**src/rtl/ft_regbank_pkg.sv**
```systemverilog
// rtl/ft_regbank_pkg.sv - command codes, frame state encoding and default-word helper for ft_regbank
package ft_regbank_pkg;

  localparam logic [3:0] CMD_WRITE = 4'h5;
  localparam logic [3:0] CMD_READ  = 4'hA;

  // Widest register word the default-word helper can fill
  localparam int MAX_DW = 256;

  typedef enum logic [2:0] {
    ST_IDLE,
    ST_ADDR,
    ST_WDATA,
    ST_COMMIT,
    ST_RDATA
  } state_t;

  // Repeat the 32-bit pattern across MAX_DW bits; callers keep the low DW bits,
  // which replicates for wide registers and truncates for narrow ones.
  function automatic logic [MAX_DW-1:0] fit_default(input logic [31:0] pattern);
    logic [MAX_DW-1:0] word;
    for (int i = 0; i < MAX_DW / 32; i++) begin
      word[i*32 +: 32] = pattern;
    end
    return word;
  endfunction

endpackage

```
**src/rtl/ft_regbank_frame.sv**
```systemverilog
// rtl/ft_regbank_frame.sv - command/address/data frame FSM with byte shifters; FT_REGBANK_TIMEOUT_EN adds an inter-byte timeout
module ft_regbank_frame
  import ft_regbank_pkg::*;
#(
  parameter int DATA_BYTES = 4,
  parameter int TIMEOUT    = 1024,
  localparam int DW        = 8 * DATA_BYTES
) (
  input  logic          i_clk,
  input  logic          i_reset,
  input  logic [7:0]    i_rx_data,
  input  logic          i_rx_valid,
  output logic          o_rx_ready,
  output logic [7:0]    o_tx_data,
  output logic          o_tx_valid,
  input  logic          i_tx_ready,
  input  logic [DW-1:0] i_snap,
  output logic [7:0]    o_adr,
  output logic [DW-1:0] o_wdata,
  output logic          o_commit,
  output logic          o_err,
  output logic          o_busy
);

  localparam int CW = $clog2(DATA_BYTES) + 1;
  localparam logic [CW-1:0] LAST = CW'(DATA_BYTES - 1);

  state_t        r_state;
  logic          r_is_rd;
  logic [7:0]    r_adr;
  logic [CW-1:0] r_cnt;
  logic [DW-1:0] r_wshift;
  logic [DW-1:0] r_tshift;
  logic          r_rx_ready;
  logic          r_tx_valid;
  logic          r_busy;
  logic          r_commit;
  logic          r_err;

  logic w_rx_hs;
  logic w_tx_hs;
  logic w_timeout;

  assign w_rx_hs = i_rx_valid & r_rx_ready;
  assign w_tx_hs = r_tx_valid & i_tx_ready;

`ifdef FT_REGBANK_TIMEOUT_EN
  logic [15:0] r_idle;
  logic        w_counting;

  assign w_counting = (r_state == ST_ADDR) || (r_state == ST_WDATA) || (r_state == ST_RDATA);
  assign w_timeout  = w_counting && !w_rx_hs && !w_tx_hs && (r_idle == 16'(TIMEOUT - 1));

  // Idle counter: restarts on every handshake and stays cleared while not waiting on the host
  always_ff @(posedge i_clk) begin
    if (i_reset || !w_counting || w_rx_hs || w_tx_hs || w_timeout) begin
      r_idle <= '0;
    end else begin
      r_idle <= r_idle + 16'd1;
    end
  end
`else
  logic w_unused_timeout;
  assign w_unused_timeout = (TIMEOUT == 0);
  assign w_timeout        = 1'b0;
`endif

  // Frame FSM: outputs are registered alongside each state transition
  always_ff @(posedge i_clk) begin
    if (i_reset) begin
      r_state    <= ST_IDLE;
      r_is_rd    <= 1'b0;
      r_adr      <= '0;
      r_cnt      <= '0;
      r_wshift   <= '0;
      r_tshift   <= '0;
      r_rx_ready <= 1'b1;
      r_tx_valid <= 1'b0;
      r_busy     <= 1'b0;
      r_commit   <= 1'b0;
      r_err      <= 1'b0;
    end else begin
      r_commit <= 1'b0;
      r_err    <= 1'b0;
      if (w_timeout) begin
        r_state    <= ST_IDLE;
        r_wshift   <= '0;
        r_tshift   <= '0;
        r_rx_ready <= 1'b1;
        r_tx_valid <= 1'b0;
        r_busy     <= 1'b0;
        r_err      <= 1'b1;
      end else begin
        case (r_state)
          ST_IDLE: begin
            if (w_rx_hs) begin
              if ((i_rx_data[3:0] == CMD_WRITE) || (i_rx_data[3:0] == CMD_READ)) begin
                r_state <= ST_ADDR;
                r_is_rd <= (i_rx_data[3:0] == CMD_READ);
                r_busy  <= 1'b1;
              end else begin
                r_err <= 1'b1;
              end
            end
          end
          ST_ADDR: begin
            if (w_rx_hs) begin
              r_adr <= i_rx_data;
              r_cnt <= '0;
              if (r_is_rd) begin
                // Snapshot is taken on the address edge so later source changes cannot tear it
                r_tshift   <= i_snap;
                r_state    <= ST_RDATA;
                r_rx_ready <= 1'b0;
                r_tx_valid <= 1'b1;
              end else begin
                r_state <= ST_WDATA;
              end
            end
          end
          ST_WDATA: begin
            if (w_rx_hs) begin
              // Little-endian: the first byte drifts down to bits [7:0] after the last shift
              r_wshift <= (r_wshift >> 8) | (DW'(i_rx_data) << (DW - 8));
              r_cnt    <= r_cnt + CW'(1);
              if (r_cnt == LAST) begin
                r_state    <= ST_COMMIT;
                r_rx_ready <= 1'b0;
                r_commit   <= 1'b1;
              end
            end
          end
          ST_COMMIT: begin
            r_state    <= ST_IDLE;
            r_rx_ready <= 1'b1;
            r_busy     <= 1'b0;
          end
          ST_RDATA: begin
            if (w_tx_hs) begin
              r_tshift <= r_tshift >> 8;
              r_cnt    <= r_cnt + CW'(1);
              if (r_cnt == LAST) begin
                r_state    <= ST_IDLE;
                r_tx_valid <= 1'b0;
                r_rx_ready <= 1'b1;
                r_busy     <= 1'b0;
              end
            end
          end
          default: begin
            r_state    <= ST_IDLE;
            r_rx_ready <= 1'b1;
            r_tx_valid <= 1'b0;
            r_busy     <= 1'b0;
          end
        endcase
      end
    end
  end

  assign o_rx_ready = r_rx_ready;
  assign o_tx_valid = r_tx_valid;
  assign o_tx_data  = r_tshift[7:0];
  assign o_adr      = r_adr;
  assign o_wdata    = r_wshift;
  assign o_commit   = r_commit;
  assign o_err      = r_err;
  assign o_busy     = r_busy;

endmodule

```
**src/rtl/ft_regbank.sv**
```systemverilog
// rtl/ft_regbank.sv - host register bank over a byte stream; FT_REGBANK_TIMEOUT_EN enables the inter-byte timeout
module ft_regbank
  import ft_regbank_pkg::*;
#(
  parameter int                            NREG       = 16,
  parameter int                            DATA_BYTES = 4,
  parameter logic [NREG*DATA_BYTES*8-1:0]  RESET_VAL  = '0,
  parameter logic [NREG-1:0]               RO_MASK    = '0,
  parameter logic [NREG*DATA_BYTES*8-1:0]  PULSE_MASK = '0,
  parameter logic [31:0]                   DEFAULT_RD = 32'hDEADBEEF,
  parameter int                            TIMEOUT    = 1024,
  localparam int                           ADR_W      = $clog2(NREG),
  localparam int                           DW         = 8 * DATA_BYTES
) (
  input  logic               i_clk,
  input  logic               i_reset,
  input  logic [7:0]         i_rx_data,
  input  logic               i_rx_valid,
  output logic               o_rx_ready,
  output logic [7:0]         o_tx_data,
  output logic               o_tx_valid,
  input  logic               i_tx_ready,
  output logic [NREG*DW-1:0] o_reg_q,
  input  logic [NREG*DW-1:0] i_reg_d,
  output logic [NREG-1:0]    o_wr_strobe,
  output logic [7:0]         o_err_cnt,
  output logic               o_busy
);

  localparam logic [DW-1:0] DEF_WORD = DW'(fit_default(DEFAULT_RD));

  logic [DW-1:0]    r_reg [NREG];
  logic [NREG-1:0]  r_wr_strobe;
  logic [7:0]       r_err_cnt;

  logic [DW-1:0]    w_snap;
  logic [DW-1:0]    w_wdata;
  logic [7:0]       w_adr;
  logic             w_commit;
  logic             w_frame_err;
  logic             w_writable;
  logic             w_err_inc;
  logic [ADR_W-1:0] w_rx_idx;
  logic [ADR_W-1:0] w_wr_idx;

  ft_regbank_frame #(
    .DATA_BYTES (DATA_BYTES),
    .TIMEOUT    (TIMEOUT)
  ) u_frame (
    .i_clk      (i_clk),
    .i_reset    (i_reset),
    .i_rx_data  (i_rx_data),
    .i_rx_valid (i_rx_valid),
    .o_rx_ready (o_rx_ready),
    .o_tx_data  (o_tx_data),
    .o_tx_valid (o_tx_valid),
    .i_tx_ready (i_tx_ready),
    .i_snap     (w_snap),
    .o_adr      (w_adr),
    .o_wdata    (w_wdata),
    .o_commit   (w_commit),
    .o_err      (w_frame_err),
    .o_busy     (o_busy)
  );

  assign w_rx_idx   = i_rx_data[ADR_W-1:0];
  assign w_wr_idx   = w_adr[ADR_W-1:0];
  assign w_writable = (32'(w_adr) < NREG) && !RO_MASK[w_wr_idx];
  assign w_err_inc  = w_frame_err | (w_commit & ~w_writable);

  // Read source for the address byte on rx_data; the frame FSM latches it only on the read address edge
  always_comb begin
    w_snap = r_reg[w_rx_idx];
    if (32'(i_rx_data) >= NREG) begin
      w_snap = DEF_WORD;
    end else if (RO_MASK[w_rx_idx]) begin
      w_snap = i_reg_d[w_rx_idx*DW +: DW];
    end
  end

  // Register array: commit writes, then pulse bits drop on the edge the strobe is seen
  always_ff @(posedge i_clk) begin
    for (int i = 0; i < NREG; i++) begin
      if (i_reset) begin
        r_reg[i] <= RESET_VAL[i*DW +: DW];
      end else if (w_commit && w_writable && (w_wr_idx == ADR_W'(i))) begin
        r_reg[i] <= w_wdata;
      end else if (r_wr_strobe[i]) begin
        r_reg[i] <= r_reg[i] & ~PULSE_MASK[i*DW +: DW];
      end
    end
  end

  // One-cycle write strobe on the register accepted by the commit
  always_ff @(posedge i_clk) begin
    for (int i = 0; i < NREG; i++) begin
      if (i_reset) begin
        r_wr_strobe[i] <= 1'b0;
      end else begin
        r_wr_strobe[i] <= w_commit && w_writable && (w_wr_idx == ADR_W'(i));
      end
    end
  end

  // Saturating count of dropped commands, rejected writes and timeouts
  always_ff @(posedge i_clk) begin
    if (i_reset) begin
      r_err_cnt <= '0;
    end else if (w_err_inc && (r_err_cnt != 8'hFF)) begin
      r_err_cnt <= r_err_cnt + 8'd1;
    end
  end

  for (genvar g = 0; g < NREG; g++) begin : g_flat
    assign o_reg_q[g*DW +: DW] = r_reg[g];
  end

  assign o_wr_strobe = r_wr_strobe;
  assign o_err_cnt   = r_err_cnt;

endmodule

```
**config.mk**
```make
export PLATFORM = sky130hd
export DESIGN_NAME = ft_regbank
export DESIGN_NICKNAME = d
export VERILOG_FILES = /design/src/rtl/ft_regbank_pkg.sv /design/src/rtl/ft_regbank_frame.sv /design/src/rtl/ft_regbank.sv
export SDC_FILE = /design/constraint.sdc
export NUM_CORES = 1
export LEC_CHECK = 0
export ABC_AREA = 1
export ABC_CLOCK_PERIOD_IN_PS = 3950
export CORE_AREA = 2 2 416 418
export CTS_CLUSTER_DIAMETER = 150
export DETAILED_ROUTE_END_ITERATION = 10
export DIE_AREA = 0 0 418 420
export DONT_BUFFER_PORTS = 1
export HOLD_SLACK_MARGIN = 0.06
export MAX_ROUTING_LAYER = met4
export PLACE_DENSITY = 0.3
export REMOVE_ABC_BUFFERS = 1
export SETUP_SLACK_MARGIN = 0.5
export SLEW_MARGIN = 20
export SYNTH_ARGS = -nofsm -noshare
export SYNTH_HDL_FRONTEND = slang
export SYNTH_SLANG_ARGS = --single-unit
```
**constraint.sdc**
```tcl
create_clock -name i_clk -period 3.95 [get_ports i_clk]
set_input_delay 0.79 -clock i_clk [delete_from_list [all_inputs] [get_ports i_clk]]
set_output_delay 0.79 -clock i_clk [all_outputs]
set_load 0.1 [all_outputs]
```
# Word level (Yosys, flattened, before mapping)
# Memory sizes are Yosys's and may differ from the RTL's. A register that Yosys moved wholly into a read port is not among the register bits.
# Index checks and enable logic that the tools add are counted.
# totals
reg_bits,108
ramBits,512
rom_bits,32
input_bits,524
out_inout_bits,547
word_cells,320
mem_count,3
# op_classes
add_sub_neg,2
magnitude_cmp,4
n_eq_ne,31
n_shift,1
muxes,185
bitwise,43
n_reduce_logical,38
# memory_table
memory,words,width,rd,rd_clocked_by_memory_dff,write_ports,line,rtl
r_reg,16,32,17,0,16,ft_regbank.sv:32,logic [DW-1:0] r_reg [NREG];
(name not given),16,1,1,0,0,ft_regbank.sv:76,end else if (RO_MASK[w_rx_idx]) begin
(name not given),16,1,1,1,0,ft_regbank.sv:68,assign w_writable = (32'(w_adr) < NREG) && !RO_MASK[w_wr_idx];
# op_table
op,count
$mux 32,37
$shiftx 512x10->32,1
$mux 1,129
$pmux 32 s2,1
$eq 4x4->1 const B,9
$mux 3,11
$or 1x1->1,33
$or 24x32->32,1
$eq 4x3->1 const B,5
$logic_and 1x1->1,19
$ne 2x1->1 const B,8
$reduce_and 7->1,2
$pmux 3 s4,1
$lt 4x5->1 const B,2
$reduce_and 5->1,2
$eq 3x2->1 const B,3
$pmux 3 s3,1
$reduce_or 3->1,3
$add 8x1->8 const B,1
$eq 4x2->1 const B,2
$ge 8x5->1 const B,1
$lt 8x5->1 const B,1
$mux 4,2
$ne 8x8->1 const B,1
other kinds (18),28

# Longest topological paths before layout
# depth
depth_word,11
mapped_depth,12
depth_no_buf,10

# Hierarchy
# From an unflattened synthesis, not the netlist that was laid out.
# unflattened
hier_cells,3066
area_unflattened_um2,27855.5
# modules_own_cells
mod,n_inst,cells_per_inst,area_per_inst_um2,seq_area_each_um2
ft_regbank,1,2526,24176.9,15855.2
ft_regbank_frame,1,540,3678.5,1681.6

# Worst setup path before layout
# Ideal clock, no wire load.
# synth_timing
path_kind,reg2reg
from,register u_frame.r_adr[6] (netlist: u_frame.o_adr[6])
to,memory r_reg[11][0] (netlist bit) (enable)
setup_time_ns,0.466
arrival_ns,3.165
required_ns,3.484
setup_slack_ns,0.319
stages_incl_launch_ff,6
path_buffers,0
period_less_slack_ns,3.631
cell_sequence,dfxtp_1 nor2_1 nand4_1 nor3_2 inv_1 o21ai_0
# synth_lines
element,line,rtl
"start, declared",ft_regbank_frame.sv:30,logic [7:0] r_adr;
"start signal, assigned",ft_regbank_frame.sv:108,r_adr <= i_rx_data;
"end, declared",ft_regbank.sv:32,

==> run metrics <==
multi-input combinational cell area 8532 sq um; run status completed; final worst slack 1.302 ns; CTS root buf clkbuf_16; starting density of the core 0.1634; Setup crit end kind primary output; first-pass GRT wire length 216.2 mm; FP Rows 152; drt initial violations 1611; final WL 167.3 mm; relative slew slack 0.1966; post-cts sizing count 0; Hold WS 0.2040 ns; Warnings, synthesis 0; FMAX between 300 and 400 MHz; register area share after synthesis 0.6278; max reg flops 512; CP Launch Type flip-flop; Final Setup Violations 0; async set-reset flop share out of synthesis 0; Netlist cell types 35; count leader, synth nand2_1; RSZ-0062 raised after global routing false; Leakage 0.01261 uW; CP Depth 0; Worst Path Arrival 1.86 ns; post-route clock skew 0.03001 ns; Mean Syn Cell Area roughly 9 sq um; clk buf depth 3; Total Nets Final 3702; final hold vios 0; Worst R2R Path Depth 8; clk slew on worst S/H paths 0.07 ns; area of the mapped netlist 27930 sq um; IO Pins between 1000 and 1500; Area Overhead vs Synth 22.21%; pwr dens 512.1 nW/um^2; worst skew pair latency 0.70 ns; critical path class reg2out; largest net degree at the start of global routing 282; core area 171000 sq um; post-synth top area share 0.5504; ys flop type edfxtp_1; vias per inst a little over 4; max_cap viols 0; layout filler cell count 18910; Placement Setup Slack approximately 0.87 ns; CTS sink count 620; WP data required 3.16 ns; share of layout cells above drive strength 1 0.1153; minimum clock period between 2 and 3 ns; CTS tree done; number of global-route vias before repair 21560; FF/Latch Area 17540 sq um; number of synthesized flops with an enable pin roughly 510; Hold Path Class in2reg; Post-synth top cells 749 x nand2_1, 734 x nor2_1, 512 x edfxtp_1, 222 x inv_1, 172 x nand3_1; Final period util 0.6705; cts hold-fix bufs 0; max-slew violation count 0; # Post-CTS Setup Buffers 0; VDD IR-drop max 342.3 uV; slew at the pin closest to its max-slew limit 1.205 ns; GRT Util Overall 0.1901; worst hold path cell count 1; Die ar. 175600 sq um; CP max FO 2; GP Congestion 0.8020; # port buffers 0; htree depth 3; vias after detailed routing 22210; Die X 418 um; Pre-Repair DR Iteration Count 7; initial antenna violation count 10; die height 420 um; DR WL/cell roughly 31 um; GRT Residual Overflow 0; dominant cells by area after synthesis edfxtp_1 55%, nand2_1 10%, nor2_1 9.9%, dfxtp_1 7.7%, nand3_1 3.1%; largest area contributor in the netlist edfxtp_1; dpl hpwl 115.9 mm; detailed-route DRC error count 0; Num CTS Buffers 83; Synth Register Bits 620; Post-Synthesis Cells between 3000 and 4000; ANT nets after route 0
## cell type report
class                   instances  area share
flip-flops and latches        620      0.5137
diodes                          2   0.0001466
repair buffers                194     0.04794
clock inverters                27    0.006561
well taps                    2233     0.08184
clock buffers                 127     0.06934
multi-input cells            2003      0.2499
inverters                     273     0.03053
## logic make-up (layout without fill, tap and decap cells)
| group | Yosys count | after routing | share of synthesized area |
|---|---|---|---|
| compound gates | 308 | 308 | 0.05608 |
| xor+xnor | 2 | 2 | 0.0006272 |
| fa+ha+maj | 3 | 3 | 0.001344 |
| buf+inv | 486 | 621 | 0.07458 |
| flops | 620 | 620 | 0.6278 |
| other cells | 0 | 2 | 0 |
| simple gates | 1690 | 1690 | 0.2396 |
## path summary, 6_finish.rpt
kind	startpoint	to	slack (ns)
setup / recovery	r_reg[6][29]	o_reg_q[221]	1.30
hold / removal	i_reset	o_err_cnt[7]	0.20
setup reg to reg	u_frame.o_adr[6]	r_reg[8][1]	1.32
hold reg to reg	u_frame.r_tshift[31]	u_frame.r_tshift[31]	0.46
## layout by cell type (no fill, tap or decap), drive strengths merged, types with 3 or more instances in the layout
cell	n
nand2	753
nor2	745
edfxtp	512
inv	242
buf	193
nand3	173
o21ai	172
a21oi	132
clkbuf	128
dfxtp	108
clkinv	53
nor3	10
nand4	6
ha	3
clkinvlp	3
## stage by stage
step	instances	util	TNS [ns]	instance area (sq um)	power, uW
after global placement	5318	0.1841	0	31470	10160
after global routing	5477	0.1996	0	34130	18030
final	5479	0.1997	0	34140	17480
after floorplan	2896	-	-27.82	26880	9433
after CTS	5474	0.1994	0	34090	17740
after detailed placement	5320	0.1842	0	31500	10150
## routing by layer
layer | global-route usage | vias up | wire length (um)
met5 | - | - | 0
met4 | 0.05482 | 0 | 5155
met3 | 0.07465 | 158 | 16340
met2 | 0.3011 | 804 | 77230
met1 | 0.2221 | 11100 | 68590
li1 | - | 10140 | -
## power breakdown
group | switching [uW] | leakage, uW | internal, uW | total (uW)
Clock | 3230 | 0.00125 | 4270 | 7500
Sequential | 1310 | 0.00616 | 7270 | 8590
Combinational | 1110 | 0.00520 | 287 | 1400
(Power assumes the default switching activity.)
